File: config.mk
export PLATFORM = sky130hd
export DESIGN_NAME = smc_stream_flat
export DESIGN_NICKNAME = d
export VERILOG_FILES = /design/src/rtl/smc_stream_if.sv /design/src/rtl/smc_stream.sv /design/src/flat_wrapper.sv
export SDC_FILE = /design/constraint.sdc
export NUM_CORES = 1
export LEC_CHECK = 0
export ABC_CLOCK_PERIOD_IN_PS = 20700
export CAP_MARGIN = 20
export CORE_ASPECT_RATIO = 0.75
export CORE_MARGIN = 4
export CORE_UTILIZATION = 49
export DETAILED_ROUTE_END_ITERATION = 16
export GPL_ROUTABILITY_DRIVEN = 0
export MAX_ROUTING_LAYER = met4
export PLACE_DENSITY = 0.72
export SLEW_MARGIN = 20
export SYNTH_ARGS = -nofsm -noshare
export SYNTH_HDL_FRONTEND = slang
export SYNTH_SLANG_ARGS = --single-unit
File: constraint.sdc
create_clock -name clk -period 20.7 [get_ports clk]
set_input_delay 2.07 -clock clk [delete_from_list [all_inputs] [get_ports clk]]
set_output_delay 2.07 -clock clk [all_outputs]
set_load 0.02 [all_outputs]
File: src/rtl/smc_stream_if.sv
// Beat-in / result-out bundle between the SMC stimulus driver and smc_stream.
interface smc_stream_if #(
    parameter int unsigned W_W   = 3,
    parameter int unsigned V_W   = 3,
    parameter int unsigned OUT_W = 12
);
    logic             in_valid;
    logic             in_ready;
    logic [1:0]       mode;
    logic [W_W-1:0]   W;
    logic [V_W-1:0]   V_GS;
    logic [V_W-1:0]   V_DS;
    logic [OUT_W-1:0] out_n;
    logic             out_valid;

    modport master (
        output in_valid, mode, W, V_GS, V_DS,
        input  in_ready, out_n, out_valid
    );

    modport slave (
        input  in_valid, mode, W, V_GS, V_DS,
        output in_ready, out_n, out_valid
    );
endinterface

File: src/rtl/smc_stream.sv
// Streaming sorting MOSFET calculator: per-beat Id/gm, running insertion sort,
// sum of the K largest or K smallest values of each N_CH-beat frame.
module smc_stream #(
    parameter int unsigned N_CH  = 6,
    parameter int unsigned K     = 3,
    parameter int unsigned W_W   = 3,
    parameter int unsigned V_W   = 3,
    parameter int unsigned VAL_W = W_W + 2*V_W + 1,
    parameter int unsigned OUT_W = VAL_W + $clog2(K+1)
) (
    input  logic         clk,
    input  logic         reset,
    smc_stream_if.slave  bus
);
    localparam int unsigned PW    = VAL_W + 2;
    localparam int unsigned CNT_W = $clog2(N_CH + 1);

    typedef enum logic [1:0] {IDLE, LOAD, SUM, OUT} state_t;

    state_t             state_q, state_d;
    logic [CNT_W-1:0]   cnt_q;
    logic [1:0]         mode_q;
    logic [VAL_W-1:0]   s_q   [N_CH];
    logic [VAL_W-1:0]   s_ins [N_CH];
    logic [N_CH-1:0]    gt;
    logic               accept;
    logic               ready_d;
    logic               id_sel;
    logic [PW-1:0]      w_x, vgs_x, vds_x, vov, prod_id, prod_gm, val_full;
    logic [VAL_W-1:0]   value;
    logic [OUT_W-1:0]   sum;

    assign accept = bus.in_valid && (state_q == IDLE || state_q == LOAD);
    // First beat of a frame has no latched mode yet, so it uses the live one.
    assign id_sel = (state_q == IDLE) ? bus.mode[0] : mode_q[0];

    // Square-law device model with Vth=1; products are wide enough to divide exactly.
    always_comb begin
        w_x     = PW'(bus.W);
        vgs_x   = PW'(bus.V_GS);
        vds_x   = PW'(bus.V_DS);
        vov     = vgs_x - PW'(1);
        prod_id = '0;
        prod_gm = '0;
        if (bus.V_GS > V_W'(1)) begin
            if (vov > vds_x) begin
                prod_id = w_x * (vds_x * ((vov << 1) - vds_x));
                prod_gm = (w_x * vds_x) << 1;
            end else begin
                prod_id = w_x * vov * vov;
                prod_gm = (w_x * vov) << 1;
            end
        end
        val_full = (id_sel ? prod_id : prod_gm) / PW'(3);
        value    = VAL_W'(val_full);
    end

    // gt is monotonic over a descending array, so its first set bit is the insert point.
    always_comb begin
        for (int unsigned j = 0; j < N_CH; j++) begin
            gt[j] = value > s_q[j];
        end
        s_ins[0] = gt[0] ? value : s_q[0];
        for (int unsigned j = 1; j < N_CH; j++) begin
            if (!gt[j])        s_ins[j] = s_q[j];
            else if (gt[j-1])  s_ins[j] = s_q[j-1];
            else               s_ins[j] = value;
        end
    end

    always_comb begin
        sum = '0;
        for (int unsigned j = 0; j < K; j++) begin
            sum = sum + (mode_q[1] ? OUT_W'(s_q[j]) : OUT_W'(s_q[N_CH-K+j]));
        end
    end

    always_ff @(posedge clk) begin
        if (reset) state_q <= IDLE;
        else       state_q <= state_d;
    end

    always_comb begin
        state_d = state_q;
        ready_d = 1'b0;
        case (state_q)
            IDLE: if (accept) state_d = LOAD;
            LOAD: if (accept && cnt_q == CNT_W'(N_CH - 1)) state_d = SUM;
            SUM:  state_d = OUT;
            OUT:  state_d = IDLE;
            default: state_d = IDLE;
        endcase
        ready_d = (state_d == IDLE) || (state_d == LOAD);
    end

    // Frame datapath and registered outputs.
    always_ff @(posedge clk) begin
        if (reset) begin
            cnt_q         <= '0;
            mode_q        <= '0;
            bus.out_n     <= '0;
            bus.out_valid <= 1'b0;
            bus.in_ready  <= 1'b1;
            for (int unsigned j = 0; j < N_CH; j++) s_q[j] <= '0;
        end else begin
            bus.in_ready  <= ready_d;
            bus.out_valid <= (state_q == SUM);
            if (state_q == SUM) bus.out_n <= sum;
            if (accept) begin
                if (state_q == IDLE) begin
                    mode_q <= bus.mode;
                    cnt_q  <= CNT_W'(1);
                    s_q[0] <= value;
                    for (int unsigned j = 1; j < N_CH; j++) s_q[j] <= '0;
                end else begin
                    cnt_q <= cnt_q + CNT_W'(1);
                    s_q   <= s_ins;
                end
            end
        end
    end
endmodule

File: src/flat_wrapper.sv
// flat-port wrapper written by rule: the top's interface ports become plain ports
module smc_stream_flat 
#(
    parameter int unsigned N_CH  = 6,
    parameter int unsigned K     = 3,
    parameter int unsigned W_W   = 3,
    parameter int unsigned V_W   = 3,
    parameter int unsigned VAL_W = W_W + 2*V_W + 1,
    parameter int unsigned OUT_W = VAL_W + $clog2(K+1)
)
  (clk, reset, bus_in_valid, bus_mode, bus_W, bus_V_GS, bus_V_DS, bus_in_ready, bus_out_n, bus_out_valid);
  smc_stream_if #(.W_W(W_W), .V_W(V_W), .OUT_W(OUT_W)) bus_i ();
  input  logic clk;
  input  logic reset;
  input wire logic [$bits(bus_i.in_valid)-1:0] bus_in_valid;
  input wire logic [$bits(bus_i.mode)-1:0] bus_mode;
  input wire logic [$bits(bus_i.W)-1:0] bus_W;
  input wire logic [$bits(bus_i.V_GS)-1:0] bus_V_GS;
  input wire logic [$bits(bus_i.V_DS)-1:0] bus_V_DS;
  output wire logic [$bits(bus_i.in_ready)-1:0] bus_in_ready;
  output wire logic [$bits(bus_i.out_n)-1:0] bus_out_n;
  output wire logic [$bits(bus_i.out_valid)-1:0] bus_out_valid;
  assign bus_i.in_valid = bus_in_valid;
  assign bus_i.mode = bus_mode;
  assign bus_i.W = bus_W;
  assign bus_i.V_GS = bus_V_GS;
  assign bus_i.V_DS = bus_V_DS;
  assign bus_in_ready = bus_i.in_ready;
  assign bus_out_n = bus_i.out_n;
  assign bus_out_valid = bus_i.out_valid;
  smc_stream #(.N_CH(N_CH), .K(K), .W_W(W_W), .V_W(V_W), .VAL_W(VAL_W), .OUT_W(OUT_W)) u_core (.clk(clk), .reset(reset), .bus(bus_i));
endmodule
### Word-level counts from Yosys, hierarchy flattened

Cells that the tools add are included.

| cells by class | value |
|---|---|
| add/sub/neg operators | 5 |
| $mul | 5 |
| divide/modulo/power cells | 1 |
| order comparisons | 8 |
| eq/ne operators | 5 |
| multiplexer cells | 25 |
| reduce and logical (&&, ||, !) cells | 19 |

Operators with widths:

| operator | number |
|---|---|
| 10-bit two-way mux | 14 |
| 10-bit greater-than comparator | 6 |
| 12-bit two-way mux | 5 |
| 60-bit two-way mux | 1 |
| 3-bit by 12-bit multiplier with 12-bit output | 3 |
| 12-bit adder | 2 |
| 2-bit AND reduction | 7 |
| 12-bit by 2-bit divider with 12-bit output, second input constant | 1 |
| 12-bit by 3-bit greater-than comparator with 1-bit output | 1 |
| 12-bit by 12-bit multiplier with 12-bit output | 1 |
| 2-bit nonzero test | 6 |
| 12-bit by 3-bit subtractor with 12-bit output | 1 |
| 2-bit case mux with 4 select lines | 1 |
| 3-bit by 3-bit multiplier with 6-bit output | 1 |
| 2-bit by 1-bit equality test with 1-bit output, second input constant | 2 |
| 2-bit equality test, second input constant | 2 |
| 2-bit zero test | 2 |
| 2-bit two-way mux | 2 |
| 3-bit by 1-bit subtractor with 4-bit output, second input constant | 1 |
| 3-bit by 1-bit adder with 3-bit output, second input constant | 1 |
| 3-bit equality test, second input constant | 1 |
| 3-bit by 1-bit greater-than comparator with 1-bit output, second input constant | 1 |
| 3-bit two-way mux | 1 |
| 1-bit logical AND | 2 |
| 2 further kinds | 3 |

| storage, ports and cells | value |
|---|---|
| flip-flop bits (word level) | 81 |
| input port bits | 14 |
| word-level logic and storage cells | 80 |

### Logic depth before layout (Yosys ltp)

| depth | value |
|---|---|
| word-level depth | 12 |
| mapped depth | 68 |
| depth with buffers taken out | 61 |

### Worst setup path after synthesis

No wires, ideal clock.

| timing | value |
|---|---|
| kind | input -> register |
| start point | in bus_V_GS[0] |
| end point | reg u_core.s_q[12] (netlist bit) |
| library setup time | 0.128 ns |
| arrival time | 15.283 ns |
| required time | 20.572 ns |
| slack | 5.290 ns |
| cell stages on the path | 66 |
| path buffers | 7 |
| path through | buf_4 -> inv_1 -> clkbuf_1 -> ha_1 -> ha_1 -> inv_1 -> clkbuf_1 -> nand2_1 -> fa_1 -> inv_1 -> ha_1 -> inv_1 -> fa_1 -> nor2b_1 -> o21a_1 -> or2_2 -> fa_1 -> xnor2_1 -> [30 not listed] -> ha_1 -> or3_1 -> a21oi_1 -> o21ai_2 -> a21oi_1 -> ha_1 -> inv_1 -> a21o_1 -> a21oi_1 -> o211ai_1 -> nand2_1 -> nand2_1 -> nand2_1 -> or2_2 -> buf_1 -> a311oi_1 -> a21oi_1 -> nor2_1 |

| between the ends | value |
|---|---|
| cells in the longest elaborated chain, start to end | 12 |
| elaborated cells between the ends (all ways) | 21 |

RTL lines:

| element | RTL line | source |
|---|---|---|
| start: declaration | flat_wrapper.sv:18 | `input wire logic [$bits(bus_i.V_GS)-1:0] bus_V_GS;` |
| 3-bit by 1-bit subtractor with 4-bit output | smc_stream.sv:42 | `vov = vgs_x - PW'(1);` |
| 12-bit by 3-bit subtractor with 12-bit output | smc_stream.sv:47 | `prod_id = w_x * (vds_x * ((vov << 1) - vds_x));` |
| 3-bit by 12-bit multiplier with 12-bit output (2 in series) | smc_stream.sv:47 |  |
| 12-bit two-way mux | smc_stream.sv:46 | `if (vov > vds_x) begin` |
| 12-bit two-way mux | smc_stream.sv:45 | `if (bus.V_GS > V_W'(1)) begin` |
| 12-bit two-way mux * | smc_stream.sv:54 | `val_full = (id_sel ? prod_id : prod_gm) / PW'(3);` |
| 12-bit by 2-bit divider with 12-bit output * | smc_stream.sv:54 |  |
| 10-bit greater-than comparator | smc_stream.sv:61 | `gt[j] = value > s_q[j];` |
| 10-bit two-way mux | smc_stream.sv:66 | `else if (gt[j-1]) s_ins[j] = s_q[j-1];` |
| 10-bit two-way mux | smc_stream.sv:65 | `if (!gt[j]) s_ins[j] = s_q[j];` |
| 60-bit two-way mux | smc_stream.sv:110 | `if (state_q == IDLE) begin` |
| end signal: assignment | smc_stream.sv:117 | `s_q <= s_ins;` |
| end: declaration | smc_stream.sv:23 | `logic [VAL_W-1:0] s_q [N_CH];` |

Every way passes the cells marked *; elsewhere a longest branch is shown, timed or not. The select of a mux whose other input is x is not followed.
A chain may end at the register's enable or synchronous reset.

### Worst setup path after layout

| timing | value |
|---|---|
| start point | in bus_V_GS[0] |
| end point | reg u_core.s_q[17] (netlist bit) |

Same word-level chain as after synthesis.

==> impl_metrics.json <==
{
  "ys_seq_area_share_pct": 13.66,
  "via_per_inst": 5.830,
  "layout_min_cycle_time_ps": 17850,
  "h-tree-depth": 3,
  "num_vias": 10862,
  "cp-endpoint": "u_core.s_q[17]",
  "r2r_end": "u_core.s_q[17]",
  "slew_headroom_pct": 23.68,
  "clk_pin_slew_ps": 60,
  "final_antenna_net_count": 0,
  "multiInputGateArea_sq_um": 9224,
  "setup_viol": 0,
  "crit_arrival_ps": 18040,
  "post-cts-setup-buffers": 0,
  "drc": 0,
  "hold_viol": 0,
  "critPathTopFamily": "adder cells",
  "synth_cell_types": 84,
  "cts_buffer_depth": 2,
  "required_ps": 20890,
  "skew_ps": 3.522,
  "synthDominantCellAreaShare_pct": 15.07,
  "r2r_slack_ps": 10420,
  "fmax_mhz": 56.03,
  "rows": 49,
  "crit_path_end_kind": "register",
  "die_area_sq_um": 26810,
  "boundaryPins": 28,
  "nFillCells": 2253,
  "synth.area.top_cells": "ha_1 15%, dfxtp_1 14%, fa_1 12%",
  "ff_latch_area_sq_um": 1623,
  "syn_avg_cell_area_sq_um": 7.576,
  "synthArstFlopShare_pct": 0,
  "numCtsBuffers": 9,
  "r2r-start": "u_core.state_q[0]",
  "ctsHoldBuffers": 0,
  "io_buffers": 27,
  "start_util_pct": 49.65,
  "die_y_um": 142.8,
  "num-nets-final": 1785,
  "grt_usage_pct": 24.62,
  "min_path_type": "register to register",
  "syn_area_sq_um": 11870,
  "hpwl_um": 25540,
  "critPathKind": "primary input to register",
  "syn_inst": 1567,
  "grt_pass1_vias": 10237,
  "synth_edf_count": 0,
  "crit_buf_inv": 7,
  "drv_cap": 0,
  "path_depth": 58,
  "fin_crit_sh_pct": 86.22,
  "worstRegToRegCells": 34,
  "yosys.area.top_type": "ha_1",
  "holdPathStages": 2,
  "status": "finished clean",
  "startpoint_type": "primary input",
  "wl_per_cell_um": 17.06,
  "tns_ps": 0,
  "yosysWarnings": 0,
  "num_antenna_cells": 0,
  "layout-drive-gt1-share_pct": 4.689,
  "holdCritStartpoint": "u_core.bus.out_n[5]",
  "die_x_um": 187.7,
  "ys.flop_type": "dfxtp_1",
  "synth_common_cells": "207 x inv_1, 204 x nand2_1, 149 x nor2_1",
  "drv_slew": 0,
  "clock_sinks": 81,
  "core-area_sq_um": 23910,
  "drt-initial-drc-count": 1131,
  "max_slew.worst_pin.slew_ps": 1137,
  "area_delta_synth_final_pct": 6.777,
  "cts_resized": 0,
  "clk_latency_ps": 340,
  "grt_pass1_wl_um": 53000,
  "yosysMostFrequentCell": "inv_1",
  "synth_nets": 1798,
  "grt_max_degree": 73,
  "root_buffer": "clkbuf_16",
  "dr.pass1.iters": 5,
  "global_route.overflow_total": 0,
  "rsz0062_at_grt": "no",
  "ys_ff_latch": 81,
  "cp_slowest_cell": "or4_1",
  "max_stage_delay_ps": 870,
  "cp_max_fo": 21,
  "crit_start": "bus_V_GS[0]",
  "routed_wl_um": 31790,
  "antenna_found_initial": 0,
  "cts_tree": "built"
}
## through the flow
step	worst slack, ps	hold slack (ps)	instance area [sq um]	utilization (%)	cells
finish	2852	447.9	12680	53.01	1863
global route	1457	469.0	12680	53.01	1863
CTS	2903	451.6	12670	52.99	1863
detailed placement	2643	445.0	12340	51.60	1849
global placement	3185	439.8	12340	51.60	1849
floorplan	5290	443.7	11870	-	1567
## registers in the layout (all words and copies together) (netlist names)
| register | cells |
|---|---|
| u_core.s_q | 60 |
| u_core.bus.out_n | 12 |
| u_core.cnt_q | 3 |
| u_core.mode_q | 2 |
| u_core.state_q | 2 |
| u_core.bus.in_ready | 1 |
| u_core.bus.out_valid | 1 |
## routing by layer
layer  track usage (%)  routed length, um
met1             36.68              15810
met5                 -                  0
met4             3.475                316
met2             34.12              12430
met3             6.378               3237
## cell usage in the layout (no fill, tap or decap), types with 25 or more instances in the layout
cell,Yosys,routed
dfxtp_1,81,80
mux2i_1,35,35
a21o_1,32,32
o21ai_0,75,75
a21oi_1,108,107
nor2_1,149,148
fa_1,74,74
nor3_1,26,26
nand2_1,204,204
and2_1,25,25
xnor2_1,34,34
clkdlybuf4s50_1,0,26
inv_1,207,207
nand3_1,29,29
a22oi_1,34,34
ha_1,143,143
## worst register-to-register path, delay by kind of cell (launching register included)
kind                     cells  cell delay (ps)
adder cells (fa/ha/maj)      3              830
AND/OR/NAND/NOR             13             4020
XOR/XNOR                     3              730
flip-flops                   1              520
multiplexers                 1              540
buffers and inverters        1               40
AO/OA/AOI/OAI               13             3460
## worst min path at each step
stage and endpoint:
2_1_floorplan u_core.s_q[21], 3_3_place_gp u_core.bus.out_n[5], 3_5_place_dp u_core.bus.out_n[5], 4_1_cts u_core.bus.out_n[5], 5_1_grt u_core.bus.out_n[5], 6_report u_core.bus.out_n[5]
## layout make-up
| class | count | share of cell area [%] |
|---|---|---|
| Multi-Input combinational cell | 1218 | 72.77 |
| Sequential cell | 81 | 12.80 |
| Inverter | 208 | 6.159 |
| Tap cell | 306 | 3.020 |
| Timing Repair Buffer | 36 | 2.626 |
| Clock buffer | 11 | 1.915 |
| Clock inverter | 3 | 0.7107 |
## kinds of logic (layout without fill, tap and decap cells)
logic type	count (synthesis)	in the layout	share of synthesized area [%]
AO/OA/AOI/OAI	371	371	21.24
multiplexers	44	44	4.184
buffers and inverters	268	258	8.695
AND/OR/NAND/NOR	534	534	20.76
adder cells (fa/ha/maj)	218	218	27.63
flip-flops	81	81	13.66
XOR/XNOR	51	51	3.826
Power is not shown: default switching activity piles up to over one toggle a cycle in this logic, so the estimate is an artifact.
